## config.mk

```make
export PLATFORM = sky130hd
export DESIGN_NAME = uart_tx_framed
export DESIGN_NICKNAME = d
export VERILOG_FILES = /design/src/rtl/uart_tx_framed.sv
export SDC_FILE = /design/constraint.sdc
export NUM_CORES = 1
export LEC_CHECK = 0
export CORE_MARGIN = 2
export CORE_UTILIZATION = 55
export CTS_BUF_LIST = sky130_fd_sc_hd__clkbuf_8
export CTS_CLUSTER_DIAMETER = 50
export DETAILED_ROUTE_END_ITERATION = 8
export PLACE_DENSITY_LB_ADDON = 0.12
export RECOVER_POWER = 25
export REMOVE_ABC_BUFFERS = 1
export SYNTH_ARGS = -nofsm -noshare
export SYNTH_HDL_FRONTEND = slang
export SYNTH_SLANG_ARGS = --single-unit
```

## constraint.sdc

```tcl
create_clock -name clk -period 4 [get_ports clk]
set_clock_uncertainty 0.15 [all_clocks]
set_input_delay 0.6 -clock clk [delete_from_list [all_inputs] [get_ports clk]]
set_output_delay 0.6 -clock clk [all_outputs]
set_load 0.03 [all_outputs]
```

## src/rtl/uart_tx_framed.sv

```systemverilog
// UART transmitter with a parametrised frame format (data bits, parity, stop bits)
// and a write FIFO, so queued characters go out as back-to-back frames with no idle gap.
module uart_tx_framed #(
  parameter int CLK_FREQ   = 100_000_000,
  parameter int BAUD_RATE  = 115200,
  parameter int DATA_BITS  = 8,
  parameter int PARITY     = 0,
  parameter int STOP_BITS  = 1,
  parameter int FIFO_DEPTH = 16
) (
  input  logic                              clk,
  input  logic                              reset_n,
  input  logic                              tx_valid,
  input  logic [DATA_BITS-1:0]              tx_data,
  output logic                              tx_ready,
  output logic                              TxD,
  output logic                              idle,
  output logic [$clog2(FIFO_DEPTH+1)-1:0]   fifo_count
);
  localparam int DIV    = CLK_FREQ / BAUD_RATE;
  localparam int BAUD_W = $clog2(DIV);
  localparam int NBITS  = 1 + DATA_BITS + ((PARITY != 0) ? 1 : 0) + STOP_BITS;
  localparam int PTR_W  = $clog2(FIFO_DEPTH);
  localparam int CNT_W  = $clog2(FIFO_DEPTH + 1);
  localparam logic [BAUD_W-1:0] BAUD_LAST = BAUD_W'(DIV - 1);
  localparam logic [3:0]        BIT_LAST  = 4'(NBITS - 1);
  localparam logic [CNT_W-1:0]  FULL      = CNT_W'(FIFO_DEPTH);

  typedef enum logic {S_IDLE = 1'b0, S_SEND = 1'b1} state_t;

  state_t               state_q, state_d;
  logic                 txd_q, txd_d;
  logic [11:0]          shreg_q, shreg_d;
  logic [BAUD_W-1:0]    baud_q, baud_d;
  logic [3:0]           bitcnt_q, bitcnt_d;
  logic [PTR_W-1:0]     wptr_q, wptr_d, rptr_q, rptr_d;
  logic [CNT_W-1:0]     count_q, count_d;
  logic [DATA_BITS-1:0] mem [FIFO_DEPTH];
  logic                 push, pop, empty;
  logic [DATA_BITS-1:0] head;

  // Everything after the start bit, LSB first; unused upper bits stay 1 (stop/idle level).
  function automatic logic [11:0] build_frame(input logic [DATA_BITS-1:0] d);
    logic [11:0] f;
    f = '1;
    f[DATA_BITS-1:0] = d;
    if (PARITY == 1)
      f[DATA_BITS] = ~(^d);
    else if (PARITY == 2)
      f[DATA_BITS] = ^d;
    return f;
  endfunction

  assign push  = tx_valid && tx_ready;
  assign empty = (count_q == '0);
  assign head  = mem[rptr_q];

  always_comb begin
    state_d  = state_q;
    txd_d    = txd_q;
    shreg_d  = shreg_q;
    baud_d   = baud_q;
    bitcnt_d = bitcnt_q;
    pop      = 1'b0;
    unique case (state_q)
      S_IDLE: begin
        txd_d = 1'b1;
        if (!empty) begin
          pop      = 1'b1;
          shreg_d  = build_frame(head);
          txd_d    = 1'b0;
          baud_d   = '0;
          bitcnt_d = '0;
          state_d  = S_SEND;
        end
      end
      S_SEND: begin
        if (baud_q == BAUD_LAST) begin
          baud_d = '0;
          if (bitcnt_q == BIT_LAST) begin
            // End of the last stop bit: chain straight into the next start bit if data waits.
            if (!empty) begin
              pop      = 1'b1;
              shreg_d  = build_frame(head);
              txd_d    = 1'b0;
              bitcnt_d = '0;
            end else begin
              txd_d   = 1'b1;
              state_d = S_IDLE;
            end
          end else begin
            txd_d    = shreg_q[0];
            shreg_d  = {1'b1, shreg_q[11:1]};
            bitcnt_d = bitcnt_q + 4'd1;
          end
        end else begin
          baud_d = baud_q + BAUD_W'(1);
        end
      end
      default: state_d = S_IDLE;
    endcase
  end

  always_comb begin
    wptr_d  = wptr_q;
    rptr_d  = rptr_q;
    count_d = count_q;
    if (push) wptr_d = wptr_q + PTR_W'(1);
    if (pop)  rptr_d = rptr_q + PTR_W'(1);
    if (push && !pop)
      count_d = count_q + CNT_W'(1);
    else if (pop && !push)
      count_d = count_q - CNT_W'(1);
  end

  always_ff @(posedge clk) begin
    if (!reset_n) begin
      state_q  <= S_IDLE;
      txd_q    <= 1'b1;
      baud_q   <= '0;
      bitcnt_q <= '0;
      wptr_q   <= '0;
      rptr_q   <= '0;
      count_q  <= '0;
    end else begin
      state_q  <= state_d;
      txd_q    <= txd_d;
      baud_q   <= baud_d;
      bitcnt_q <= bitcnt_d;
      wptr_q   <= wptr_d;
      rptr_q   <= rptr_d;
      count_q  <= count_d;
    end
  end

  // Datapath storage carries no reset; it is only read after a load or a push.
  always_ff @(posedge clk) begin
    shreg_q <= shreg_d;
    if (push) mem[wptr_q] <= tx_data;
  end

  assign TxD        = txd_q;
  assign tx_ready   = (count_q != FULL);
  assign idle       = (state_q == S_IDLE) && empty;
  assign fifo_count = count_q;

endmodule
```

==> impl_metrics.yaml <==
power:
  p_leak_nw: 2.618
  internal-power_mw: 2.958
  swShare_pct: 32.20
  power_switching_mw: 1.405
  combPwrFrac_pct: 23.2
  p_seq_share_pct: 50.1
  clockPowerShare_pct: 26.7
  peakVddDrop_mv: 0.2980
  pwr_density_cell_nw_per_um2: 543.0
drt:
  first_pass_iters: 4
  drtIter0Drc: 469
  ant_nets: 0
  viasPerCell: 5.747
  drc_errors: 0
  wire_per_inst_um: 19.42
  routed_wl_mm: 14.14
  vias: 4184
floorplanning:
  die_area_um2: 14180
  rows: 42
  die_x_um: 119.1
  die_h_um: 119.1
  core_um2: 13090
  ioPinCount: 19
  start_util_pct: 55.67
cts:
  cts_tree: "built"
  cts_resized: 0
  root_buffer: "clkbuf_8"
  cts_hold_buf: 0
  cts_htree_levels: 4
  cts_max_path_buffers: 2
  cts_setup_buffers: 0
  clk_pin_slew_ns: 0.10
  numCtsBuffers: 17
  cts_sinks: 173
  clock_latency_ns: 0.48
status:
  outcome: "complete, no violations"
yosys:
  avgSynthCellArea_um2: 14.04
  synthFlopType: "edfxtp_1"
  synth_edf_count: 140
  synth-seq-cells: 173
  yosysSeqAreaShare_pct: 66.78
  async_flop_share_pct: 0
  synth_cells: 519
  yosysUniqueCellTypes: 48
  synth_warnings: 0
  yosysMostFrequentCell: "edfxtp_1"
  synth_commonest_cells: "edfxtp_1 (140), nor2_1 (34), dfxtp_1 (33), nand2_1 (29), o21ai_0 (25)"
  synth_area_um2: 7284
  netlist.area_leader.share_pct: 57.71
  yosysTopAreaCell: "edfxtp_1"
  netlist_top_cells_area: "edfxtp_1 (58%), dfxtp_1 (9.1%), mux4_2 (4.9%), mux2_2 (3.7%), ha_1 (2.2%)"
min_path:
  hold_path_startpoint: "bitcnt_q[3]"
  hold_end: "bitcnt_q[3]"
  hold_path.class: "register to register"
  min_delay_path_depth: 1
layout:
  area_growth_pct: 10.31
  final_cells: 728
  nNetsFinal: 564
  post-route-cell-area_um2: 8035
  drive_gt1_share_pct: 16.30
  num_antenna_cells: 0
placed_design:
  hpwlAfterDp_mm: 9.047
  place_inst: 696
  post-place-ws_ns: 0.4751
  dpl_cell_area_um2: 7659
  gp_congestion: 0.7346
  io_buffers: 18
setup_path:
  worstPathArrival_ns: 3.82
  crit_required_ns: 4.27
  path_class: "register to register"
  r2r-start: "baud_q[0]"
  end_kind: "register"
  r2r-end: "fifo_count[4]"
  cp-start-kind: "register"
  rrSetupSlack_ns: 0.45
  r2r_cells: 11
  path_max_fanout: 5
grt:
  grt_pass1_vias: 4004
  grt_overflow: 0
  antenna_found_initial: 0
  gr-usage-all-layers_pct: 21.23
  grt_max_degree: 41
  grt_pass1_wl_mm: 22.20
timing:
  slew_headroom_pct: 45.58
  worstMarginPinSlew_ns: 0.8134
  fmax_ghz: 0.2818
  whs_ns: 0.3454
  fin_ws_ns: 0.4508
  hold_violations: 0
  setup_violations: 0
  period_needed_ns: 3.549
  setup_tns_ns: 0
  rsz0062_at_grt: "no"
  fin_crit_sh_pct: 88.73
  timing_max_transition_violations_final: 0
run:
  maxCapViolations: 0
[registers in the layout (all words and copies together), names as in the netlist, named ones only]
name / flops
TxD: 1
state_q: 1
fifo_count: 5
mem: 128
shreg_q: 12
baud_q: 10
rptr_q: 4
wptr_q: 4
bitcnt_q: 4
[cell type report]
type / count / area, um2
multi-input combinational: 307 / 2268
sequential: 173 / 4866
fill: 992 / 5050
clock inverter: 15 / 142.6
inverter: 11 / 41.29
clock buffer: 17 / 234.0
timing repair buffer: 29 / 262.8
tap: 176 / 220.2
[stage by stage]
step	power [mW]	util [%]
global route	4.568	61.41
floorplan	2.873	-
global placement	3.209	58.53
finish	4.363	61.41
CTS	4.382	61.41
detailed placement	3.239	58.53
[placed cells by master (no fill, tap or decap), types with 4 or more instances in the layout]
master             n
nor3_1            22
ha_1              13
clkinvlp_4         4
nand2b_1           5
o21ai_0           25
nand3b_1           5
o21ai_1           16
clkdlybuf4s50_1   12
inv_8              5
a21oi_1            7
inv_6              4
clkbuf_8          17
buf_4             11
dlygate4sd3_1      6
mux2_2            24
o22ai_1           17
nor2b_1           13
and2_1            13
and3_1             5
dfxtp_1           32
nand3_1            6
xnor2_1            5
mux4_2            16
xor2_1             4
edfxtp_1         140
inv_1             10
nand2_1           29
a211oi_1          10
nor2_1            34
a21boi_1           4
[worst max-delay path by stage]
stage / to / cells after the start / slack (ns) / from
2_1_floorplan: fifo_count[4] / 11 / 0.66 / baud_q[0]
3_3_place_gp: fifo_count[4] / 11 / 0.56 / baud_q[0]
3_5_place_dp: fifo_count[4] / 11 / 0.48 / baud_q[0]
4_1_cts: fifo_count[4] / 11 / 0.45 / baud_q[0]
5_1_grt: fifo_count[4] / 11 / 0.24 / baud_q[0]
6_report: fifo_count[4] / 11 / 0.45 / baud_q[0]
[cells by family (layout without fill, tap and decap cells)]
group	count (synthesis)	after routing	share of synthesized area [%]
DFF	173	173	66.78
buffers and inverters	39	72	2.078
adders and majority gates	14	14	2.508
xor gates and xnor gates	10	10	1.305
AOI/OAI and AO/OA	93	93	7.935
and+or+nand+nor	147	147	10.32
muxes	43	43	9.069
[worst max-delay path, stage by stage, from the launching register on]
cell and delay (ns):
dfxtp_1 0.39, ha_1 0.21, or4b_4 0.48, or4_4 0.56
a21o_1 0.26, ha_1 0.25, inv_1 0.16, ha_1 0.28
a21o_1 0.18, a21oi_1 0.16, mux2i_1 0.24, mux2i_1 0.18
[routing by layer]
metal	GRT usage [%]	routed length, um	vias up
met5	0	0	-
met3	5.699	552	18
met2	32.90	6826	73
met1	29.72	6557	2093
met4	6.399	205	0
li1	-	-	2000
[power by group through the flow]
stage | combinational (mW) | clock [mW] | sequential, mW
final | 1.01 | 1.17 | 2.19
after global routing | 1.12 | 1.25 | 2.21
after CTS | 1.02 | 1.18 | 2.19
after detailed placement | 1.01 | 0 | 2.23
after global placement | 0.989 | 0 | 2.22
after floorplan | 0.615 | 0 | 2.26
Power figures use the tool's default switching activity.
